$ cat config.mk
export PLATFORM = sky130hd
export DESIGN_NAME = tsc_ctrl
export DESIGN_NICKNAME = d
export VERILOG_FILES = /design/src/rtl/tsc_pkg.sv /design/src/rtl/tsc_ring_buf.sv /design/src/rtl/tsc_ctrl.sv
export SDC_FILE = /design/constraint.sdc
export NUM_CORES = 1
export LEC_CHECK = 0
export CORE_UTILIZATION = 34
export CTS_CLUSTER_DIAMETER = 150
export DETAILED_ROUTE_END_ITERATION = 8
export PLACE_DENSITY = 0.48
export REMOVE_ABC_BUFFERS = 1
export SKIP_LAST_GASP = 1
export SYNTH_ARGS = -nofsm -noshare
export SYNTH_HDL_FRONTEND = slang
export SYNTH_HIERARCHICAL = 1
export SYNTH_SLANG_ARGS = --single-unit
$ cat constraint.sdc
create_clock -name clk -period 3.5 [get_ports clk]
set_input_delay 0.7 -clock clk [delete_from_list [all_inputs] [get_ports clk]]
set_output_delay 0.7 -clock clk [all_outputs]
set_load 0.01 [all_outputs]
$ cat src/rtl/tsc_pkg.sv
// Shared types and constants for the threshold-triggered sampling controller.
package tsc_pkg;

  localparam int unsigned DATA_W      = 8;
  localparam int unsigned DEF_DEPTH   = 32;
  localparam int unsigned DEF_POST    = 16;
  localparam int unsigned DEF_PERIOD  = 8;
  localparam int unsigned DEF_TIMEOUT = 15;

  typedef enum logic [2:0] {
    IDLE,
    ARST,
    REQ,
    WAIT,
    STORE,
    GAP,
    DONE
  } state_t;

endpackage

$ cat src/rtl/tsc_ring_buf.sv
// Sample ring buffer: synchronous write, registered read, synchronous clear.
module tsc_ring_buf
  import tsc_pkg::*;
#(
  parameter int unsigned DEPTH = DEF_DEPTH
) (
  input  logic                     clk,
  input  logic                     rst_n,
  input  logic                     clr,
  input  logic                     wr_en,
  input  logic [$clog2(DEPTH)-1:0] wr_addr,
  input  logic [DATA_W-1:0]        wr_data,
  input  logic                     rd_en,
  input  logic [$clog2(DEPTH)-1:0] rd_addr,
  output logic [DATA_W-1:0]        rd_data
);

  logic [DATA_W-1:0] mem [DEPTH];

  always_ff @(posedge clk) begin
    if (!rst_n || clr) begin
      for (int i = 0; i < DEPTH; i++) mem[i] <= '0;
    end else if (wr_en) begin
      mem[wr_addr] <= wr_data;
    end
  end

  always_ff @(posedge clk) begin
    if (!rst_n) begin
      rd_data <= '0;
    end else if (rd_en) begin
      rd_data <= mem[rd_addr];
    end
  end

endmodule

$ cat src/rtl/tsc_ctrl.sv
// ADC acquisition controller: request/wait/store loop, threshold trigger,
// post-trigger capture, then oldest-first readout of the frozen ring buffer.
module tsc_ctrl
  import tsc_pkg::*;
#(
  parameter int unsigned DEPTH   = DEF_DEPTH,
  parameter int unsigned POST    = DEF_POST,
  parameter int unsigned PERIOD  = DEF_PERIOD,
  parameter int unsigned TIMEOUT = DEF_TIMEOUT
) (
  input  logic              clk,
  input  logic              rst_n,
  input  logic              start,
  input  logic [DATA_W-1:0] trd,
  output logic              adc_rst,
  output logic              adc_req,
  input  logic              adc_rdy,
  input  logic [DATA_W-1:0] adc_dat,
  output logic              busy,
  output logic              trig,
  output logic              done,
  output logic              timeout_err,
  input  logic              rd_req,
  output logic              rd_valid,
  output logic [DATA_W-1:0] rd_data,
  output logic              rd_last
);

  localparam int unsigned AW      = $clog2(DEPTH);
  localparam int unsigned CNT_MAX = (TIMEOUT > PERIOD) ? TIMEOUT : PERIOD;
  localparam int unsigned CNT_W   = $clog2(CNT_MAX + 1);

  state_t            state, state_nx;
  logic [CNT_W-1:0]  cnt, cnt_nx;
  logic [AW-1:0]     post, post_nx;
  logic [AW-1:0]     wp, wp_nx;
  logic [AW-1:0]     rp, rp_nx;
  logic [AW-1:0]     rcnt, rcnt_nx;
  logic [DATA_W-1:0] sample, sample_nx;
  logic              adc_rst_nx, adc_req_nx, busy_nx, trig_nx, done_nx;
  logic              timeout_err_nx, rd_valid_nx, rd_last_nx;
  logic              clr_c, wr_c, rd_c;
  logic [AW-1:0]     post_inc_c;

  assign post_inc_c = post + AW'(1);

  always_ff @(posedge clk) begin
    if (!rst_n) begin
      state       <= IDLE;
      cnt         <= '0;
      post        <= '0;
      wp          <= '0;
      rp          <= '0;
      rcnt        <= '0;
      sample      <= '0;
      adc_rst     <= 1'b0;
      adc_req     <= 1'b0;
      busy        <= 1'b0;
      trig        <= 1'b0;
      done        <= 1'b0;
      timeout_err <= 1'b0;
      rd_valid    <= 1'b0;
      rd_last     <= 1'b0;
    end else begin
      state       <= state_nx;
      cnt         <= cnt_nx;
      post        <= post_nx;
      wp          <= wp_nx;
      rp          <= rp_nx;
      rcnt        <= rcnt_nx;
      sample      <= sample_nx;
      adc_rst     <= adc_rst_nx;
      adc_req     <= adc_req_nx;
      busy        <= busy_nx;
      trig        <= trig_nx;
      done        <= done_nx;
      timeout_err <= timeout_err_nx;
      rd_valid    <= rd_valid_nx;
      rd_last     <= rd_last_nx;
    end
  end

  // Next state, counters and the next values of all registered outputs.
  always_comb begin
    state_nx       = state;
    cnt_nx         = cnt;
    post_nx        = post;
    wp_nx          = wp;
    rp_nx          = rp;
    rcnt_nx        = rcnt;
    sample_nx      = sample;
    trig_nx        = trig;
    timeout_err_nx = timeout_err;
    rd_last_nx     = 1'b0;
    clr_c          = 1'b0;
    wr_c           = 1'b0;
    rd_c           = 1'b0;

    case (state)
      IDLE: begin
        if (start) begin
          state_nx       = ARST;
          trig_nx        = 1'b0;
          timeout_err_nx = 1'b0;
          post_nx        = '0;
          wp_nx          = '0;
          clr_c          = 1'b1;
        end
      end
      ARST: state_nx = REQ;
      REQ: begin
        cnt_nx   = '0;
        state_nx = WAIT;
      end
      WAIT: begin
        if (adc_rdy) begin
          sample_nx = adc_dat;
          state_nx  = STORE;
        end else if (cnt == CNT_W'(TIMEOUT - 1)) begin
          timeout_err_nx = 1'b1;
          state_nx       = IDLE;
        end else begin
          cnt_nx = cnt + CNT_W'(1);
        end
      end
      STORE: begin
        wr_c     = 1'b1;
        wp_nx    = wp + AW'(1);
        cnt_nx   = '0;
        state_nx = GAP;
        if (!trig && (sample > trd)) begin
          trig_nx = 1'b1;
          post_nx = '0;
        end else if (trig) begin
          post_nx = post_inc_c;
          if (post_inc_c == AW'(POST)) begin
            state_nx = DONE;
            rp_nx    = wp + AW'(1);
            rcnt_nx  = '0;
          end
        end
      end
      GAP: begin
        if (cnt == CNT_W'(PERIOD - 4)) begin
          state_nx = REQ;
        end else begin
          cnt_nx = cnt + CNT_W'(1);
        end
      end
      DONE: begin
        // A new read is accepted only while no strobe is outstanding.
        if (rd_req && !rd_valid) begin
          rd_c    = 1'b1;
          rp_nx   = rp + AW'(1);
          rcnt_nx = rcnt + AW'(1);
          if (rcnt == AW'(DEPTH - 1)) begin
            rd_last_nx = 1'b1;
            state_nx   = IDLE;
          end
        end
      end
      default: state_nx = IDLE;
    endcase

    adc_rst_nx  = (state_nx == ARST);
    adc_req_nx  = (state_nx == REQ);
    busy_nx     = (state_nx inside {ARST, REQ, WAIT, STORE, GAP});
    done_nx     = (state_nx == DONE);
    rd_valid_nx = rd_c;
  end

  tsc_ring_buf #(
    .DEPTH (DEPTH)
  ) u_buf (
    .clk     (clk),
    .rst_n   (rst_n),
    .clr     (clr_c),
    .wr_en   (wr_c),
    .wr_addr (wp),
    .wr_data (sample),
    .rd_en   (rd_c),
    .rd_addr (rp),
    .rd_data (rd_data)
  );

endmodule

==> metrics.md <==
| Metric | Value |
|---|---|
| Area grow syn2layout | `15.2%` |
| Diodes inserted | `0` |
| I/O Pins | `37` |
| Later-pin clock latency in the skew report | `0.54 ns` |
| Fmax | `0.329 GHz` |
| Worst rel slew slack | `0.198` |
| Number of flops mapped to enable cells by yosys | `256` |
| Die extent in y | `210 µm` |
| Pin count of the biggest net entering global routing | `34` |
| Ratio of final minimum period to clock period | `0.868` |
| Setup crit start kind | `flop` |
| Slew @ Worst Pin | `1.19 ns` |
| # H-tree levels | `2` |
| Reg2Reg Setup Slack | `0.46 ns` |
| Clk buf depth | `3` |
| Clock Skew | `0.0172 ns` |
| Crit-path max FO | `15` |
| Dpl cells | `1760` |
| Hold WS | `0.473 ns` |
| Initial core utilization | `0.348` |
| CP peak stage delay | `0.90 ns` |
| 1st-iter DRT viols | `517` |
| Max-slew violations | `0` |
| Inserted Clock Buffers | `36` |
| Yosys cell types | `64` |
| Avg WL per Cell | `21.1 µm` |
| Seq cells post-synth | `307` |
| Die area | `0.0440 mm²` |
| Pleak | `5.93 nW` |
| Nets@finish | `1297` |
| Mapped Cells | `1212` |
| Max-cap viol count | `0` |
| Syn Std Cell Area | `0.0147 mm²` |
| Final Non-Filler Cells | `1821` |
| Layout cell share with drive strength beyond 1 | `0.0952` |
| Avg Synthesized Cell Area | `12.1 µm²` |
| Cts hold-fix bufs | `0` |
| Initial antenna violation count | `0` |
| Share of flip-flops with an asynchronous set or reset | `0` |
| I/O Buffers | `36` |
| DR vias | `9298` |
| Final setup TNS | `0 ns` |
| Core Box Area | `0.0422 mm²` |
| Clock Sinks | `307` |
| Post-CTS setup buffer count | `0` |
| Drt drc | `0` |
| Vias per inst | `5.11` |
| Crit-path slowest cell | `o21ai_0` |
| Total Routing Usage GR | `0.178` |
| Global route overflow | `0` |
| Final setup viols | `0` |
| CTS root buf | `clkbuf_16` |
| Vias in the first global route | `9310` |
| Die Wd | `210 µm` |
| CTS clk-pin slew, worst paths | `0.06 ns` |
| Setup crit end kind | `flop` |
| Final hold viol count | `0` |
| Placement row count | `75` |
| Critical Path AT | `3.18 ns` |
| Max rail drop VDD | `0.320 mV` |
| Power density cells | `525 mW/mm²` |
| Status | `complete, no violations` |
| Crit-path cells | `or3b_1, inv_2, nand4b_1, buf_4, o21ai_0` |
| First-pass GRT wire length | `58.3 mm` |
| Worst min path class | `flop to flop` |
| Yosys warning count | `6` |
| Worst path required time | `3.64 ns` |
| DP Area | `0.0158 mm²` |
| Drt first pass iters | `5` |
| Fin area | `0.0169 mm²` |
| Setup CP Type | `flop to flop` |
| Final wirelength | `38.5 mm` |
| Tmin final | `3.04 ns` |
| Detailed Place HPWL | `24.5 mm` |
| DRT antenna net count | `0` |
| Primary FF master, synth | `edfxtp_1` |
| RSZ-0062 raised after global routing | `no` |
| CTS tree | `done` |
| Commonest non-fill, non-tap cell in the layout | `and2_1` |
| Most frequent cells in the layout | `and2_1 (257), edfxtp_1 (256), mux2i_1 (131), a22oi_1 (70), a21oi_1 (63)` |
| Post-synthesis sequential area ratio | `0.593` |
| Post-CTS Resized | `0` |
| GP Congestion | `0.795` |
worst paths after layout:
| kind | startpoint | to | cells past startpoint |
|---|---|---|---|
| hold / removal | rcnt[4] | rcnt[4] | 2 |
| setup reg to reg | state[2] | u_buf/mem[30][3] | 5 |
| setup / recovery | state[2] | u_buf/mem[30][3] | 5 |
| hold reg to reg | rcnt[4] | rcnt[4] | 2 |
Yosys cell counts (5+ instances only):
master | count | area [µm²]
o21ai_0 | 42 | 210
buf_4 | 10 | 75.1
nor3_1 | 9 | 45.0
o21ai_1 | 8 | 40.0
or4_1 | 8 | 60.1
edfxtp_1 | 256 | 7690
buf_6 | 8 | 90.1
nand2_1 | 35 | 131
dfxtp_1 | 51 | 1020
a22oi_1 | 70 | 526
clkbuf_1 | 57 | 214
nand3b_1 | 5 | 37.5
nor2b_1 | 5 | 31.3
inv_1 | 18 | 67.6
buf_2 | 5 | 25.0
nor2_1 | 54 | 203
nand4_1 | 8 | 50.1
and2_1 | 258 | 1610
a21oi_1 | 63 | 315
mux2i_1 | 131 | 1310
nand3_1 | 15 | 75.1
ha_1 | 17 | 213
state kept, by name (all words and copies together), names as in the netlist:
register / flops
u_buf/mem: 256
sample: 8
u_buf/rd_data: 8
post: 5
rcnt: 5
rp: 5
wp: 5
cnt: 4
state: 3
adc_req: 1
adc_rst: 1
busy: 1
done: 1
rd_last: 1
rd_valid: 1
timeout_err: 1
trig: 1
layer usage:
layer / vias up / share of wire / track usage
li1: 4515 / - / -
met1: 4585 / 0.46 / 0.237
met2: 154 / 0.48 / 0.296
met3: 44 / 0.037 / 0.0295
met4: 0 / 0.019 / 0.0544
met5: - / 0 / 0
power by group:
part / total, mW / internal (mW) / switching, mW / leakage, nW
Combinational: 0.734 / 0.268 / 0.466 / 2.22
Clock: 3.66 / 2.22 / 1.44 / 0.549
Sequential: 4.47 / 4.35 / 0.118 / 3.17
Total: 8.87 / 6.84 / 2.03 / 5.93
worst max-delay path: cells and delay by family, from the launching register on:
kind                   cells  cell delay [ns]
AO/OA/AOI/OAI              1             0.90
AND/OR/NAND/NOR            2             0.77
flip-flops                 1             0.49
buffers and inverters      2             0.48
area by class of cell:
cell class | instances | area, µm²
Sequential cell | 307 | 8710
Multi-Input combinational cell | 802 | 5500
Clock buffer | 47 | 963
Tap cell | 539 | 674
Fill cell | 4031 | 25300
Inverter | 21 | 78.8
Clock inverter | 14 | 163
Timing Repair Buffer | 91 | 811
per-stage QoR:
stage	power [mW]	util	setup WS, ns
floorplan	4.94	-	-2.22
global placement	5.28	0.374	0.256
detailed placement	5.29	0.374	0.168
CTS	8.99	0.400	0.426
global route	9.20	0.400	0.222
finish	8.87	0.400	0.462
kinds of logic (layout without fill, tap and decap cells):
| family | Yosys count | count (layout) | share of synthesized area |
|---|---|---|---|
| AO/OA/AOI/OAI | 216 | 216 | 0.0940 |
| XOR/XNOR | 7 | 7 | 0.00418 |
| adder cells (fa/ha/maj) | 17 | 17 | 0.0145 |
| buffers and inverters | 103 | 173 | 0.0334 |
| flip-flops | 307 | 307 | 0.593 |
| multiplexers | 131 | 131 | 0.0893 |
| AND/OR/NAND/NOR | 431 | 431 | 0.171 |
Note: power is estimated with default switching activity, not from simulation.
